==> src/rtl/mm_stage_sequencer_if.sv <==
// mm_stage_sequencer_if: ap_ctrl_hs host/child handshake and status bundle of the stage sequencer
interface mm_stage_sequencer_if #(
  parameter int NUM_STAGES = 3,
  parameter int REP_W = 16,
  parameter int CNT_W = 32
);
  localparam int IW = $clog2(NUM_STAGES + 1);
  logic ap_start;
  logic ap_done;
  logic ap_ready;
  logic ap_idle;
  logic [NUM_STAGES*REP_W-1:0] rep_count;
  logic [NUM_STAGES-1:0] stage_start;
  logic [NUM_STAGES-1:0] stage_ready;
  logic [NUM_STAGES-1:0] stage_done;
  logic [IW-1:0] cur_stage;
  logic [CNT_W-1:0] total_cycles;
  logic [NUM_STAGES*CNT_W-1:0] stage_cycles;
  logic err_spurious_done;
  modport master (
    output ap_start, rep_count, stage_ready, stage_done,
    input ap_done, ap_ready, ap_idle, stage_start, cur_stage, total_cycles, stage_cycles, err_spurious_done
  );
  modport slave (
    input ap_start, rep_count, stage_ready, stage_done,
    output ap_done, ap_ready, ap_idle, stage_start, cur_stage, total_cycles, stage_cycles, err_spurious_done
  );
endinterface

==> src/rtl/mm_stage_sequencer.sv <==
// mm_stage_sequencer: launches the mm kernel child stages in order with per-stage repeats and cycle counters
module mm_stage_sequencer #(
  parameter int NUM_STAGES = 3,
  parameter int REP_W = 16,
  parameter int CNT_W = 32
) (
  input logic ap_clk,
  input logic ap_rst_n,
  mm_stage_sequencer_if.slave bus
);
  localparam int IW = $clog2(NUM_STAGES + 1);
  localparam logic [IW-1:0] IDX_END = IW'(NUM_STAGES);
  typedef enum logic [2:0] {IDLE, SEL, RUN, WAIT, DONE} state_t;
  state_t state, nxt;
  logic [IW-1:0] idx;
  logic [REP_W-1:0] rem [NUM_STAGES];
  logic [CNT_W-1:0] sc [NUM_STAGES];
  logic [CNT_W-1:0] total;
  logic [REP_W-1:0] cur_rem;
  logic [NUM_STAGES-1:0] sel, ok;
  logic err, go, rdy, dn, cpl, last, busy, skip;
  always_comb begin
    cur_rem = '0;
    for (int s = 0; s < NUM_STAGES; s++) if (idx == IW'(s)) cur_rem = rem[s];
    go = state == IDLE && bus.ap_start;
    sel = NUM_STAGES'(1) << idx;
    rdy = |(bus.stage_ready & sel);
    dn = |(bus.stage_done & sel);
    busy = state == RUN || state == WAIT;
    cpl = (state == RUN && rdy && dn) || (state == WAIT && dn);
    last = cur_rem == REP_W'(1);
    skip = state == SEL && idx != IDX_END && cur_rem == '0;
    // the only done pulse we accept is from the active child after it has taken its start
    ok = ((state == RUN && rdy) || state == WAIT) ? sel : '0;
    nxt = state;
    unique case (state)
      IDLE: nxt = bus.ap_start ? SEL : IDLE;
      SEL: nxt = idx == IDX_END ? DONE : cur_rem == '0 ? SEL : RUN;
      RUN: nxt = cpl ? (last ? SEL : RUN) : rdy ? WAIT : RUN;
      WAIT: nxt = cpl ? (last ? SEL : RUN) : WAIT;
      default: nxt = IDLE;
    endcase
  end
  always_ff @(posedge ap_clk or negedge ap_rst_n) begin
    if (!ap_rst_n) begin
      state <= IDLE;
      idx <= '0;
      total <= '0;
      err <= 1'b0;
      for (int s = 0; s < NUM_STAGES; s++) begin
        rem[s] <= '0;
        sc[s] <= '0;
      end
    end else begin
      state <= nxt;
      err <= !go && (err || |(bus.stage_done & ~ok));
      total <= go ? '0 : (state != IDLE && ~&total) ? total + CNT_W'(1) : total;
      if (go) idx <= '0;
      else if (skip || (cpl && last)) idx <= idx + IW'(1);
      for (int s = 0; s < NUM_STAGES; s++) begin
        if (go) rem[s] <= bus.rep_count[s*REP_W +: REP_W];
        else if (cpl && idx == IW'(s)) rem[s] <= rem[s] - REP_W'(1);
        if (go) sc[s] <= '0;
        else if (busy && idx == IW'(s) && ~&sc[s]) sc[s] <= sc[s] + CNT_W'(1);
      end
    end
  end
  assign bus.ap_idle = state == IDLE;
  assign bus.ap_done = state == DONE;
  assign bus.ap_ready = state == DONE;
  assign bus.stage_start = state == RUN ? sel : '0;
  assign bus.cur_stage = idx;
  assign bus.total_cycles = total;
  assign bus.err_spurious_done = err;
  for (genvar g = 0; g < NUM_STAGES; g++) begin : g_sc
    assign bus.stage_cycles[g*CNT_W +: CNT_W] = sc[g];
  end
endmodule

==> src/flat_wrapper.sv <==
// flat-port wrapper written by rule: the top's interface ports become plain ports
module mm_stage_sequencer_flat 
#(
  parameter int NUM_STAGES = 3,
  parameter int REP_W = 16,
  parameter int CNT_W = 32
)
  (ap_clk, ap_rst_n, bus_ap_start, bus_rep_count, bus_stage_ready, bus_stage_done, bus_ap_done, bus_ap_ready, bus_ap_idle, bus_stage_start, bus_cur_stage, bus_total_cycles, bus_stage_cycles, bus_err_spurious_done);
  mm_stage_sequencer_if #(.NUM_STAGES(NUM_STAGES), .REP_W(REP_W), .CNT_W(CNT_W)) bus_i ();
  input logic ap_clk;
  input logic ap_rst_n;
  input wire logic [$bits(bus_i.ap_start)-1:0] bus_ap_start;
  input wire logic [$bits(bus_i.rep_count)-1:0] bus_rep_count;
  input wire logic [$bits(bus_i.stage_ready)-1:0] bus_stage_ready;
  input wire logic [$bits(bus_i.stage_done)-1:0] bus_stage_done;
  output wire logic [$bits(bus_i.ap_done)-1:0] bus_ap_done;
  output wire logic [$bits(bus_i.ap_ready)-1:0] bus_ap_ready;
  output wire logic [$bits(bus_i.ap_idle)-1:0] bus_ap_idle;
  output wire logic [$bits(bus_i.stage_start)-1:0] bus_stage_start;
  output wire logic [$bits(bus_i.cur_stage)-1:0] bus_cur_stage;
  output wire logic [$bits(bus_i.total_cycles)-1:0] bus_total_cycles;
  output wire logic [$bits(bus_i.stage_cycles)-1:0] bus_stage_cycles;
  output wire logic [$bits(bus_i.err_spurious_done)-1:0] bus_err_spurious_done;
  assign bus_i.ap_start = bus_ap_start;
  assign bus_i.rep_count = bus_rep_count;
  assign bus_i.stage_ready = bus_stage_ready;
  assign bus_i.stage_done = bus_stage_done;
  assign bus_ap_done = bus_i.ap_done;
  assign bus_ap_ready = bus_i.ap_ready;
  assign bus_ap_idle = bus_i.ap_idle;
  assign bus_stage_start = bus_i.stage_start;
  assign bus_cur_stage = bus_i.cur_stage;
  assign bus_total_cycles = bus_i.total_cycles;
  assign bus_stage_cycles = bus_i.stage_cycles;
  assign bus_err_spurious_done = bus_i.err_spurious_done;
  mm_stage_sequencer #(.NUM_STAGES(NUM_STAGES), .REP_W(REP_W), .CNT_W(CNT_W)) u_core (.ap_clk(ap_clk), .ap_rst_n(ap_rst_n), .bus(bus_i));
endmodule
==> config.mk <==
export PLATFORM = sky130hd
export DESIGN_NAME = mm_stage_sequencer_flat
export DESIGN_NICKNAME = d
export VERILOG_FILES = /design/src/rtl/mm_stage_sequencer_if.sv /design/src/rtl/mm_stage_sequencer.sv /design/src/flat_wrapper.sv
export SDC_FILE = /design/constraint.sdc
export NUM_CORES = 1
export LEC_CHECK = 0
export ABC_AREA = 1
export CAP_MARGIN = 5
export CORE_ASPECT_RATIO = 1.4
export CORE_MARGIN = 1
export CORE_UTILIZATION = 30
export DETAILED_ROUTE_END_ITERATION = 10
export MAX_ROUTING_LAYER = met4
export PLACE_DENSITY = 0.62
export SETUP_SLACK_MARGIN = 0.2
export SKIP_CTS_REPAIR_TIMING = 1
export SYNTH_ARGS = -nofsm -noshare
export SYNTH_HDL_FRONTEND = slang
export SYNTH_SLANG_ARGS = --single-unit
==> constraint.sdc <==
create_clock -name ap_clk -period 3.2 [get_ports ap_clk]
set_input_delay 0.64 -clock ap_clk [delete_from_list [all_inputs] [get_ports ap_clk]]
set_output_delay 0.64 -clock ap_clk [all_outputs]
set_load 0.03 [all_outputs]
---- After elaboration in Yosys (flattened, before gate mapping) ----
Cells that the tools add are included.
storage, ports and cells
  flip-flop bits (word level) ............. 182
  input bits .............................. 57
  output and inout bits ................... 137
  word-level logic and storage cells ...... 108
operators by class
  add/subtract/negate cells ............... 8
  equality and inequality tests ........... 9
  shift-type cells ........................ 1
  multiplexer cells ....................... 29
  bitwise logic cells ..................... 4
  reductions and logical operators ........ 47
operator list
  kind                                                  number
  two-way mux 32 bit                                    8
  two-way mux 16 bit                                    9
  adder 32 x 1 -> 32 bit, second input constant         4
  AND reduction 32 bit                                  4
  subtractor 16 x 1 -> 16 bit, second input constant    3
  logical AND 1 bit                                     18
  equality test 16 x 1 -> 1 bit, second input constant  1
  zero test 16 bit                                      1
  nonzero test 2 bit                                    8
  two-way mux 3 bit                                     5
  one-hot mux 3 bit (4 select lines)                    1
  AND 3 bit                                             3
  OR reduction 3 bit                                    3
  two-way mux 2 bit                                     4
  equality test 3 x 2 -> 1 bit, second input constant   2
  zero test 1 bit                                       5
  logical OR 1 bit                                      5
  equality test 2 bit, second input constant            2
  equality test 3 x 1 -> 1 bit, second input constant   1
  equality test 3 bit, second input constant            1
  zero test 3 bit                                       1
  NOT 3 bit                                             1
  nonzero test 3 bit                                    1
  << shifter 1 x 2 -> 3 bit, first input constant       1
  other kinds (5)                                       6

---- Longest topological paths before layout ----
Gate-level depths: netlist of run 1.
  depth in word-level cells ............... 11
  gate-level depth with buffers ........... 15
  depth with buffers taken out ............ 14

---- Worst setup path before layout of run 1 ----
Ideal clock, no wire load.
  path kind ............................... register to register
  start ................................... reg u_core.idx[0], in the netlist u_core.bus.cur_stage[0]
  end ..................................... reg u_core.rem[11] (netlist name)
  library setup time ...................... 0.124 ns
  data arrival time ....................... 2.007 ns
  required time ........................... 3.076 ns
  slack ................................... 1.069 ns
  stages on the path, launching flop included .. 13
  buffers on the path ..................... 2
  clock period less this slack ............ 2.131 ns
  path through ............................ dfrtp_1 -> inv_1 -> ha_1 -> buf_4 -> nand2_1 -> nand2_1 -> a21oi_1 -> nor2_4 -> nand2_2 -> nand2_2 -> buf_4 -> a22oi_1 -> nand2_1
on the way
  cells in the longest elaborated chain, start to end .. 8
  elaborated cells between the ends (all ways) .. 12
  classes of those cells .................. eq/ne: 1; shift: 1; bitwise: 2; reduce/logical: 8
ends and longest elaborated chain
  element                                  RTL line                  RTL
  start: declaration                       mm_stage_sequencer.sv:15  logic [IW-1:0] idx;
  start signal: assignment                 mm_stage_sequencer.sv:59  else if (skip || (cpl && last)) idx <= idx + IW'(1);
  << shifter 1 x 2 -> 3 bit                mm_stage_sequencer.sv:26  sel = NUM_STAGES'(1) << idx;
  AND 3 bit                                mm_stage_sequencer.sv:27  rdy = |(bus.stage_ready & sel);
  OR reduction 3 bit                       mm_stage_sequencer.sv:27
  logical AND 1 bit (2 in series)          mm_stage_sequencer.sv:30  cpl = (state == RUN && rdy && dn) || (state == WAIT && dn);
  logical OR 1 bit                         mm_stage_sequencer.sv:30
  logical AND 1 bit (*)                    mm_stage_sequencer.sv:62  else if (cpl && idx == IW'(s)) rem[s] <= rem[s] - REP_W'(1);
  nonzero test 2 bit (no source line) (*)  --
  end signal: indexed assignment           mm_stage_sequencer.sv:61  if (go) rem[s] <= bus.rep_count[s*REP_W +: REP_W];
  end signal: indexed assignment           mm_stage_sequencer.sv:62
  end: declaration                         mm_stage_sequencer.sv:16  logic [REP_W-1:0] rem [NUM_STAGES];
Mark *: on every way between the ends. The rest lies on a longest branch, timed or not.
A chain may end at the register's enable or synchronous reset.

---- Worst setup path after layout of run 1 ----
  start ................................... reg u_core.idx[1], in the netlist u_core.bus.cur_stage[1]
  end ..................................... out bus_stage_start[1]
on the way
  cells in the longest elaborated chain, start to end .. 2
ends and longest elaborated chain
  element                    RTL line                  RTL
  << shifter 1 x 2 -> 3 bit  mm_stage_sequencer.sv:26
  two-way mux 3 bit          mm_stage_sequencer.sv:71  assign bus.stage_start = state == RUN ? sel : '0;
  end: declaration           flat_wrapper.sv:19        output wire logic [$bits(bus_i.stage_start)-1:0] bus_stage_start;
Every way passes these cells.

==> results.sh, run 1 <==
export IMPL_rows=86
export IMPL_nNetsFinal=2025
export IMPL_clk_pin_slew_ns=0.07
export IMPL_grt_max_degree=83
export IMPL_syn_cell_area_mm2=0.0120
export IMPL_dieArea_mm2=0.0410
export IMPL_crit_family="buffers and inverters"
export IMPL_timing_slew_headroom_pct=43.6
export IMPL_avgRoutedWirePerCell_um=15.9
export IMPL_vdd_drop_max_mv=0.368
export IMPL_synth_most_common_cell="nand2_1"
export IMPL_wirelength_mm=39.8
export IMPL_fmax_mhz=336
export IMPL_grt_use_total_pct=20.4
export IMPL_setup_ws_ns=0.222
export IMPL_slowest_delay_ns=0.74
export IMPL_layout_drive_gt1_share_pct=4.93
export IMPL_clock_sinks=182
export IMPL_die_y_um=239
export IMPL_synth_common_cells="nand2_1 (484), nor2_1 (253), inv_1 (185)"
export IMPL_synthCells=1780
export IMPL_synth_cell_types=40
export IMPL_route_detailed_drc=0
export IMPL_crit_required_ns=2.56
export IMPL_p_leak_nw=6.32
export IMPL_critPathMostFrequentCell="inv_1"
export IMPL_ys_ff_latch=182
export IMPL_coreArea_mm2=0.0395
export IMPL_r2r_slack_ns=0.60
export IMPL_final_max_slew_viol_count=0
export IMPL_postRouteAntennaNets=0
export IMPL_p_per_area_mw_per_mm2=348
export IMPL_first_global_vias=12000
export IMPL_dp_worst_setup_slack_ns=0.450
export IMPL_start_util_pct=30.5
export IMPL_end_kind="primary output"
export IMPL_synth_edf_count=0
export IMPL_cap_violations=0
export IMPL_grt_pass1_wl_mm=63.0
export IMPL_drt_first_pass_iters=5
export IMPL_start_kind="flop"
export IMPL_finClkSkew_ns=0.0135
export IMPL_async_reset_ff_share_pct=100
export IMPL_finalHoldViolCount=0
export IMPL_antenna_found_initial=3
export IMPL_htreeDepth=4
export IMPL_portBuffers=193
export IMPL_clockBufferDepth=2
export IMPL_synth_top_area_share_pct=37.8
export IMPL_synth_top_cells_by_area="dfrtp_1 (38%), nand2_1 (15%), nor2_1 (7.9%)"
export IMPL_ys_flop_type="dfrtp_1"
export IMPL_crit_slowest_cell="clkdlybuf4s50_1"
export IMPL_dp_hpwl_mm=30.0
export IMPL_outcome="finished clean"
export IMPL_synthToLayoutAreaGrowth_pct=25.9
export IMPL_rsz0062_at_grt="true"
export IMPL_clk_latency_ns=0.47
export IMPL_synth_largest_area_cell="dfrtp_1"
export IMPL_crit_path_max_fanout=10
export IMPL_min_period_over_period_pct=93.1
export IMPL_hp_class="input port to asynchronous set/reset pin"
export IMPL_setup_violations=0
export IMPL_cts_tree="done"
export IMPL_vias_per_cell=5.04
export IMPL_crit_arrival_ns=2.34
export IMPL_setup_tns_final_ns=0
export IMPL_ys_seq_area_share_pct=37.8
export IMPL_cts_root_buf="clkbuf_16"
export IMPL_gp_congestion=0.966
export IMPL_die_width_um=171
export IMPL_worstPathCellList="inv_1, ha_2, inv_1, nor2_1, clkdlybuf4s50_1"
export IMPL_grt_ovfl_total=0
export IMPL_num_vias=12600
export IMPL_cts_buffers_inserted=17
export IMPL_setup_worst_path_class="flop to primary output"
export IMPL_syn_avg_cell_area_um2=6.76
export IMPL_worst_slew_pin_slew_ns=0.845
export IMPL_path_buf_inv=3
export IMPL_ioPinCount=194
export IMPL_min_period_ns=2.98
export IMPL_drt_iter0_drc=956
export IMPL_yosys_warnings=0
export IMPL_syn_num_nets=1849
-- cell families after synthesis --
group           count (synthesis)  synth area share [%]
compound gates                240                  11.0
xor+xnor                       46                  3.35
fa+ha+maj                      12                  1.25
buf+inv                       249                  8.65
flops                         182                  37.8
simple gates                 1051                  37.9
-- area by class of cell --
class	count	area [µm²]
clock inverters	15	191
multi-input cells	1349	6460
well taps	528	661
fillers	4161	24300
repair buffers	210	2120
inverters	196	736
flip-flops and latches	182	4550
clock buffers	17	425
diodes	3	7.51
-- report_power, final --
group	switching [mW]	internal, mW
logic	0.319	0.229
registers	0.0860	2.38
clock network	1.08	1.19
total	1.49	3.79
-- routing by layer --
metal | track usage, % | vias up | part of all wire (%)
met5 | - | - | 0
met4 | 8.98 | 0 | 3.1
met3 | 2.57 | 78 | 3.6
met2 | 35.1 | 352 | 51
met1 | 23.5 | 5950 | 42
li1 | - | 6210 | -
-- flip-flops by register name (all words and copies together), names as in the netlist --
register and cells:
u_core.bus.cur_stage 2, u_core.bus.err_spurious_done 1, u_core.bus.stage_cycles 96, u_core.bus.total_cycles 32, u_core.rem 48, u_core.state 3
-- cells in the final DEF, fill, tap and decap left out, drive strengths merged, types with 13 or more instances in the layout --
cell	instances
o31ai	13
o21ai	162
nor2	259
nand3	122
dfrtp	182
o211ai	14
nand4	69
inv	202
clkdlybuf4s50	190
buf	17
clkbuf	18
xor2	38
a21oi	22
nor3	83
nand2	497
-- per-stage QoR --
| stage | hold WS (ns) | instance area, µm² | power [mW] | std cells | utilization (%) |
|---|---|---|---|---|---|
| after floorplan | 0.344 | 12000 | 2.81 | 1780 | - |
| after global placement | 0.485 | 14500 | 3.04 | 2465 | 36.8 |
| after detailed placement | 0.499 | 14500 | 3.06 | 2465 | 36.8 |
| after CTS | 0.245 | 15100 | 5.34 | 2497 | 38.3 |
| after global routing | 0.293 | 15200 | 5.50 | 2500 | 38.4 |
| final | 0.232 | 15200 | 5.28 | 2500 | 38.4 |
-- worst paths after layout --
kind,endpoint,cells after the start,startpoint
worst max-delay path,bus_stage_start[1],5,u_core.bus.cur_stage[1]$_DFFE_PN0P_
worst min-delay path,u_core.rem[15]$_DFFE_PN0P_,1,ap_rst_n
worst max register to register,u_core.rem[9]$_DFFE_PN0P_,13,u_core.bus.cur_stage[0]$_DFFE_PN0P_
worst min register to register,u_core.bus.err_spurious_done$_DFF_PN0_,2,u_core.bus.err_spurious_done$_DFF_PN0_
max in group asynchronous,u_core.bus.total_cycles[28]$_DFFE_PN0P_,2,ap_rst_n
min in group ap_clk,u_core.bus.err_spurious_done$_DFF_PN0_,2,u_core.bus.err_spurious_done$_DFF_PN0_
Power figures use the tool's default switching activity.
==> run 2: changes to the inputs <==
--- a/config.mk
+++ b/config.mk
@@ -10,6 +10,8 @@
 export CORE_ASPECT_RATIO = 1.4
 export CORE_MARGIN = 1
 export CORE_UTILIZATION = 30
+export CTS_CLUSTER_DIAMETER = 100
+export CTS_CLUSTER_SIZE = 40
 export DETAILED_ROUTE_END_ITERATION = 10
 export MAX_ROUTING_LAYER = met4
 export PLACE_DENSITY = 0.62
==> results of run 2 <==
Same layout as run 1: the final DEF is identical, and so are final timing and power.
==> run 3: changes to the inputs <==
--- a/config.mk
+++ b/config.mk
@@ -13,6 +13,7 @@
 export CTS_CLUSTER_DIAMETER = 100
 export CTS_CLUSTER_SIZE = 40
 export DETAILED_ROUTE_END_ITERATION = 10
+export HOLD_SLACK_MARGIN = 0.03
 export MAX_ROUTING_LAYER = met4
 export PLACE_DENSITY = 0.62
 export SETUP_SLACK_MARGIN = 0.2
==> results of run 3 <==
Same layout as run 1: the final DEF is identical, and so are final timing and power.
